==> src/rtl/flit_packer.sv <==
// FlitZip packer: finds the narrowest common signed chunk width and packs chunks left-aligned.
// Optional FLITPACK_STATS_EN adds transfer and saved-bit counters.
module flit_packer #(
   parameter int unsigned DATA_WIDTH = 128,
   parameter int unsigned CHUNK_SIZE = 8,
   parameter int unsigned EN_BITS    = 3,
   parameter int unsigned LEN_BITS   = 8
) (
   input  logic                  clk,
   input  logic                  rst,
   input  logic                  in_valid,
   output logic                  in_ready,
   input  logic [DATA_WIDTH-1:0] in_data,
   output logic                  out_valid,
   input  logic                  out_ready,
   output logic [DATA_WIDTH-1:0] out_data,
   output logic [EN_BITS-1:0]    out_en,
   output logic [LEN_BITS-1:0]   comp_len
`ifdef FLITPACK_STATS_EN
   ,
   output logic [31:0]           stat_flits,
   output logic [31:0]           stat_saved
`endif
);

   localparam int unsigned NUM_CHUNKS = DATA_WIDTH / CHUNK_SIZE;
   localparam int unsigned NUM_WIDTHS = 1 << EN_BITS;

   logic                  adv1;
   logic                  adv2;
   logic                  s1_valid_q;
   logic [DATA_WIDTH-1:0] s1_data_q;
   logic [EN_BITS-1:0]    s1_en_q;
   logic [EN_BITS-1:0]    en_d;
   logic [EN_BITS-1:0]    chunk_en;
   logic [LEN_BITS-1:0]   len_d;
   logic [DATA_WIDTH-1:0] cand [NUM_WIDTHS];

   // out_valid is the stage-2 valid flag.
   assign adv2     = !out_valid || out_ready;
   assign adv1     = !s1_valid_q || adv2;
   assign in_ready = adv1;

   // Per chunk, en = index of the highest bit differing from the sign bit (+1), else 0.
   always_comb begin
      en_d     = '0;
      chunk_en = '0;
      for (int k = 0; k < NUM_CHUNKS; k++) begin
         chunk_en = '0;
         for (int i = 0; i < CHUNK_SIZE - 1; i++) begin
            if (in_data[k*CHUNK_SIZE+i] != in_data[k*CHUNK_SIZE+CHUNK_SIZE-1]) begin
               chunk_en = EN_BITS'(i + 1);
            end
         end
         if (chunk_en > en_d) begin
            en_d = chunk_en;
         end
      end
   end

   // One fixed packing per candidate width; stage 2 selects by the stage-1 width.
   always_comb begin
      for (int n = 1; n <= NUM_WIDTHS; n++) begin
         cand[n-1] = '0;
         for (int k = 0; k < NUM_CHUNKS; k++) begin
            for (int b = 0; b < n; b++) begin
               cand[n-1][DATA_WIDTH-(NUM_CHUNKS-k)*n+b] = s1_data_q[k*CHUNK_SIZE+b];
            end
         end
      end
   end

   assign len_d = LEN_BITS'(NUM_CHUNKS * (32'(s1_en_q) + 32'd1));

   always_ff @(posedge clk) begin
      if (rst) begin
         s1_valid_q <= 1'b0;
         s1_data_q  <= '0;
         s1_en_q    <= '0;
         out_valid  <= 1'b0;
         out_data   <= '0;
         out_en     <= '0;
         comp_len   <= '0;
      end else begin
         if (adv1) begin
            s1_valid_q <= in_valid;
            if (in_valid) begin
               s1_data_q <= in_data;
               s1_en_q   <= en_d;
            end
         end
         if (adv2) begin
            out_valid <= s1_valid_q;
            if (s1_valid_q) begin
               out_data <= cand[s1_en_q];
               out_en   <= s1_en_q;
               comp_len <= len_d;
            end
         end
      end
   end

`ifdef FLITPACK_STATS_EN
   always_ff @(posedge clk) begin
      if (rst) begin
         stat_flits <= '0;
         stat_saved <= '0;
      end else if (out_valid && out_ready) begin
         stat_flits <= stat_flits + 32'd1;
         stat_saved <= stat_saved + (32'(DATA_WIDTH) - 32'(comp_len));
      end
   end
`endif

endmodule
==> config.mk <==
export PLATFORM = sky130hd
export DESIGN_NAME = flit_packer
export DESIGN_NICKNAME = d
export VERILOG_FILES = /design/src/rtl/flit_packer.sv
export SDC_FILE = /design/constraint.sdc
export NUM_CORES = 1
export LEC_CHECK = 0
export ABC_AREA = 1
export CAP_MARGIN = 20
export CORE_ASPECT_RATIO = 1.2
export CORE_MARGIN = 2
export CORE_UTILIZATION = 45
export CTS_BUF_LIST = sky130_fd_sc_hd__clkbuf_4 sky130_fd_sc_hd__clkbuf_8
export DETAILED_ROUTE_END_ITERATION = 10
export PLACE_DENSITY = 0.69
export SKIP_CTS_REPAIR_TIMING = 1
export SYNTH_ARGS = -nofsm -noshare
export SYNTH_HDL_FRONTEND = slang
export SYNTH_SLANG_ARGS = --single-unit
export TNS_END_PERCENT = 1
==> constraint.sdc <==
create_clock -name clk -period 20.5 [get_ports clk]
set_clock_uncertainty 0.15 [all_clocks]
set_input_delay 2.05 -clock clk [delete_from_list [all_inputs] [get_ports clk]]
set_output_delay 2.05 -clock clk [all_outputs]
set_load 0.01 [all_outputs]
[Yosys cells after proc, flatten, opt, wreduce, memory -nomap -nowiden]
Index checks and enable logic that the tools add are counted.
Word-level totals
  logic and storage cells: 275
  register bits: 268
  output and inout port bits: 141
  input bits: 132
Cells by class
  eq/ne operators: 112
  $add $sub $neg: 1
  mux-type cells: 131
  order comparisons: 17
  reductions and logical operators: 6
  bitwise operators: 1
Operator list (count)
  binary-select mux 128 bit (select 3 bit): 1
  two-way mux 3 bit: 112
  two-way mux 128 bit: 2
  != test 1 bit: 112
  > comparator 3 bit: 15
  two-way mux 1 bit: 16
  adder 3 x 1 -> 4 bit (second input constant): 1
  >= comparator 4 bit (second input constant): 1
  inverter 3 -> 4 bit: 1
  AND reduction 2 bit: 2
  > comparator 3 x 1 -> 1 bit (second input constant): 1
  zero test 1 bit: 2
  logical OR 1 bit: 2

[Depth between registers and ports, before layout]
Gate-level depths: netlist of run 1.
  depth after elaboration: 40
  gate-level depth with buffers: 144

[Worst setup path before layout of run 1]
OpenSTA, ideal clock, no wires.
  path kind: input-to-reg
  from: in in_data[7]
  to: reg s1_en_q[1]
  path slack: 2.943 ns
  data required time: 20.221 ns
  buffers on the path: 1
  arrival time: 17.278 ns
  cell stages on the path: 124
  cells stage by stage: buf_6 xnor2_2 nand2_1 nor2_1 nor2_2 ha_1 nand2_1 nor2_1 nor2_1 nand2_1 o21ai_2 o21ai_0 ha_1 nand2_1 o21a_2 o21bai_1 inv_1 nand2_1 [... 88 more ...] ha_1 a31oi_1 nand2_1 inv_1 a31oi_1 inv_1 nand3_2 and2_1 ha_1 nand2_1 nor2_1 inv_1 a32oi_1 inv_1 o21ai_0 inv_1 nand2_2 a21oi_2
Between the ends
  word-level cells in the longest chain between the ends: 40
  elaborated cells on any way between the ends: 46
RTL lines
  from (decl): line 13  | input logic [DATA_WIDTH-1:0] in_data,
  != test 1 bit: line 51  | if (in_data[k*CHUNK_SIZE+i] != in_data[k*CHUNK_SIZE+CHUNK_SIZE-1]) begin
  two-way mux 1 bit: line 51
  two-way mux 3 bit (5 in series): line 51
  two-way mux 3 bit (*): line 51
  > comparator 3 x 1 -> 1 bit: line 55  | if (chunk_en > en_d) begin
  two-way mux 3 bit (*): line 55
  > comparator 3 bit: line 55
  two-way mux 3 bit (*): line 55
  [... 20 more ...]
  > comparator 3 bit: line 55
  two-way mux 3 bit (*): line 55
  > comparator 3 bit: line 55
  two-way mux 3 bit (*): line 55
  > comparator 3 bit: line 55
  two-way mux 3 bit (*): line 55
  > comparator 3 bit: line 55
  two-way mux 3 bit (*): line 55
  to (signal assigned): line 89  | s1_en_q <= en_d;
  to (decl): line 33  | logic [EN_BITS-1:0] s1_en_q;
Mark *: on every way between the ends. The rest lies on a longest branch, timed or not.
A chain may end at the register's enable or synchronous reset.

[Final worst setup path of run 1]
  from: in in_data[13]
  to: reg s1_en_q[1]
Between the ends
  word-level cells in the longest chain between the ends: 33
RTL lines (line)
  != test 1 bit (*): 51
  two-way mux 3 bit (*) (2 in series): 51
  > comparator 3 bit: 55
  two-way mux 3 bit (*): 55
  > comparator 3 bit: 55
  two-way mux 3 bit (*): 55
  > comparator 3 bit: 55
  two-way mux 3 bit (*): 55
  [... 16 more ...]
  > comparator 3 bit: 55
  two-way mux 3 bit (*): 55
  > comparator 3 bit: 55
  two-way mux 3 bit (*): 55
  > comparator 3 bit: 55
  two-way mux 3 bit (*): 55
  > comparator 3 bit: 55
  two-way mux 3 bit (*): 55
Marks and branches as above.

==> metrics.md, run 1 <==
| Metric | Value |
|---|---|
| Status | `finished clean` |
| Die width | `approximately 180 um` |
| Tcrit/Tclk final | `0.932` |
| Cell Area, Synth | `between 0.015 and 0.02 mm2` |
| First-pass GRT wire length | `about 94,000 um` |
| Final Cell Area | `approximately 0.02 mm2` |
| Commonest cells post-synth | `nand2_1 (540), o21ai_0 (283), a21oi_1 (275)` |
| Crit end category | `flip-flop` |
| Vias in the first global route | `approximately 16k` |
| Setup_tns | `0 ns` |
| Vias | `about 18k` |
| Die Area | `0.0376 mm2` |
| All-Layer GR Usage | `0.324` |
| Antenna-violating nets left | `0` |
| Post-synthesis register bit count | `268` |
| CP required | `20.79 ns` |
| Cell total after placement | `a little over 3k` |
| Crit path top cell by count | `inv_1` |
| Register area share after synthesis | `0.331` |
| Number of synthesized flops with an enable pin | `0` |
| CP startpoint kind | `input port` |
| Fin. Hold Viols | `0` |
| Placed Area | `0.0190 mm2` |
| Ys async rst share | `0` |
| Core ar. | `about 0.036 mm2` |
| Worst Path Max Fanout | `5` |
| Detailed Route Iter0 Violations | `between 1.5k and 2k` |
| Worst path bufs/invs | `32` |
| GRT overflow | `0` |
| Non-filler instance count after layout | `between 3k and 4k` |
| YS warnings | `0` |
| Met1 GRT Util | `0.432` |
| R2R cell count | `8` |
| Io pins | `roughly 270` |
| Critical path origin | `in_data[13]` |
| # clock sinks | `268` |
| Worst slew pin tran | `roughly 1.1 ns` |
| Syn Area/Cell | `approximately 6.7 um2` |
| F_max | `between 0.05 and 0.06 GHz` |
| Max cap viols | `0` |
| Reg2reg setup slack | `around 17 ns` |
| Post-DP HPWL | `47,000 um` |
| Largest stage delay, worst path | `about 0.46 ns` |
| Tmin final | `19.10 ns` |
| H-tree depth | `2` |
| Clk root buf | `clkbuf_8` |
| Die Y | `212 um` |
| Critical path's slowest cell | `clkdlybuf4s50_1` |
| Worst-Skew Late Latency | `around 0.60 ns` |
| Initial antenna violation count | `1` |
| Layout cells sized above 1 | `0.0736` |
| Reg-to-Reg Start | `out_valid$_SDFFE_PP0P_` |
| Placer Congestion | `0.970` |
| Filler cells | `between 3k and 4k` |
| TritonCTS clock tree | `built` |
| Rows | `76` |
| Met3 GRT Util | `0.0593` |
| Critical path class | `in -> reg` |
| Syn-to-layout area delta | `23.2%` |
| Worst-path clk slew | `around 0.06 ns` |
| First-pass iteration count of the detailed router | `8` |
| Post-synthesis cell count | `roughly 2.4k` |
| Final setup fails | `0` |
| Yosys top cell by area | `dfxtp_1` |
| Final Max Tran Viols | `0` |
| Crit path max-delay family | `simple AND/OR/NAND/NOR gates` |
| Hold WC Path Type | `reg -> reg` |
| Final nets | `2,783` |
| Initial Utilization | `0.453` |
| Data arrival time of the critical path | `~19 ns` |
| Cell variety after synth | `53` |
| Met2 Use GR | `0.513` |
| Vias per std cell | `between 5 and 6` |
| Clock buffer count from CTS | `45` |
| Largest net degree at the start of global routing | `96` |
| # DRC | `0` |
| CP Capture Point | `s1_en_q[1]$_SDFFE_PP0P_` |
| Top_reg_cell synth | `dfxtp_1` |
| Slew headroom | `0.243` |
| DRT Wirelength | `62,800 um` |
| Largest cells by area after synthesis | `dfxtp_1 (33%), nand2_1 (13%), o21ai_0 (8.7%), a21oi_1 (8.5%), inv_1 (5.1%)` |
| Most numerous cell in the Yosys netlist | `nand2_1` |
| Routed len/inst | `approximately 20 um` |
| Multi-input gate area | `0.00934 mm2` |
| Register area | `between 0.005 and 0.006 mm2` |
| Longest Clk Path Bufs | `3` |
| Busiest layer in global routing | `met2` |
| Synth top area share | `0.331` |
| Levels on crit path | `around 130` |
| Reg2Reg Capture Point | `out_data[74]$_SDFFE_PP0P_` |
| Port buffer count | `between 200 and 300` |
## layout by cell type, fill, tap and decap left out, types with 3 or more instances in the layout
master,n
nand2_1,536
o21ai_0,282
a21oi_1,275
dfxtp_1,267
clkdlybuf4s50_1,265
inv_1,215
nor2_1,203
nand3_1,90
xnor2_1,82
clkbuf_8,53
ha_1,46
a31oi_1,42
nand3_2,34
and2_1,22
xor2_1,19
buf_4,18
clkbuf_4,14
inv_2,13
o211ai_1,13
o22ai_1,13
a41oi_1,10
nand2_2,8
o221ai_1,8
a21boi_0,7
or2_2,7
a22oi_1,7
o311ai_0,7
a211oi_1,6
clkinv_2,6
xnor2_2,4
nor2_2,4
bufinv_8,4
conb_1,4
o21ai_2,3
or2_1,3
a31oi_2,3
clkinv_1,3
## worst register-to-register path, cell delays in order (launching register included)
cell	delay [ns]
dfxtp_1	0.32
nand2_1	0.12
nand2_4	0.42
buf_4	0.56
nor2_4	0.82
inv_1	0.31
o21ai_0	0.25
o311ai_0	0.46
a21oi_1	0.24
## layout make-up
type	instances	area share
Antenna cell	1	0.000125
Sequential cell	268	0.269
Timing Repair Buffer	286	0.141
Clock buffer	67	0.0418
Multi-Input combinational cell	1768	0.467
Tap cell	468	0.0293
Clock inverter	10	0.00426
Inverter	236	0.0472
## state kept, by name, indices dropped and copies added, names as in the netlist
name,cells
s1_data_q,128
comp_len,4
s1_en_q,3
out_data,128
out_en,3
s1_valid_q,1
out_valid,1
## how the worst min path moves through the flow
stage	from	cells past startpoint	to
after detailed placement	s1_data_q[103]$_SDFFE_PP0P_	2	s1_data_q[103]$_SDFFE_PP0P_
after global placement	s1_data_q[63]$_SDFFE_PP0P_	2	s1_data_q[63]$_SDFFE_PP0P_
after global routing	s1_data_q[103]$_SDFFE_PP0P_	2	s1_data_q[103]$_SDFFE_PP0P_
final	s1_data_q[103]$_SDFFE_PP0P_	2	s1_data_q[103]$_SDFFE_PP0P_
after CTS	s1_data_q[103]$_SDFFE_PP0P_	2	s1_data_q[103]$_SDFFE_PP0P_
after floorplan	s1_data_q[23]$_SDFFE_PP0P_	2	s1_data_q[23]$_SDFFE_PP0P_
## routing by layer
layer | share of wire | wire length [um] | up-vias
met5 | 0 | 0 | -
met4 | 0.044 | 2750 | 0
met3 | 0.088 | 5540 | 143
met2 | 0.45 | 28200 | 884
met1 | 0.42 | 26200 | 8136
li1 | - | - | 8366
## logic make-up (layout without fill, tap and decap cells)
group / count (synthesis) / count (layout) / synth area share
XOR/XNOR: 105 / 105 / 0.0586
AO/OA/AOI/OAI: 696 / 696 / 0.235
other: 1 / 5 / 0.000231
buffers and inverters: 392 / 599 / 0.0995
AND/OR/NAND/NOR: 917 / 917 / 0.240
flip-flops: 268 / 268 / 0.331
adder cells (fa/ha/maj): 46 / 46 / 0.0355
## metrics by stage
| stage | util | hold slack, ns | setup WS [ns] |
|---|---|---|---|
| global placement | 0.530 | 0.294 | 1.39 |
| global route | 0.559 | 0.321 | -0.0269 |
| CTS | 0.556 | 0.308 | 0.841 |
| floorplan | - | 0.274 | 2.94 |
| finish | 0.559 | 0.309 | 1.40 |
| detailed placement | 0.530 | 0.300 | 0.287 |
Power of run 1 is left out: the tool's default activity adds up to more than one toggle a clock period on the data nets, which glitch-free logic cannot reach.
==> run 2: changes to the inputs <==
--- a/config.mk
+++ b/config.mk
@@ -6,6 +6,7 @@
 export NUM_CORES = 1
 export LEC_CHECK = 0
 export ABC_AREA = 1
+export ABC_CLOCK_PERIOD_IN_PS = 20500
 export CAP_MARGIN = 20
 export CORE_ASPECT_RATIO = 1.2
 export CORE_MARGIN = 2
==> results of run 2 <==
Final layout, timing and power as in run 1 (identical DEF).
Power of run 2 is left out for the same reason.
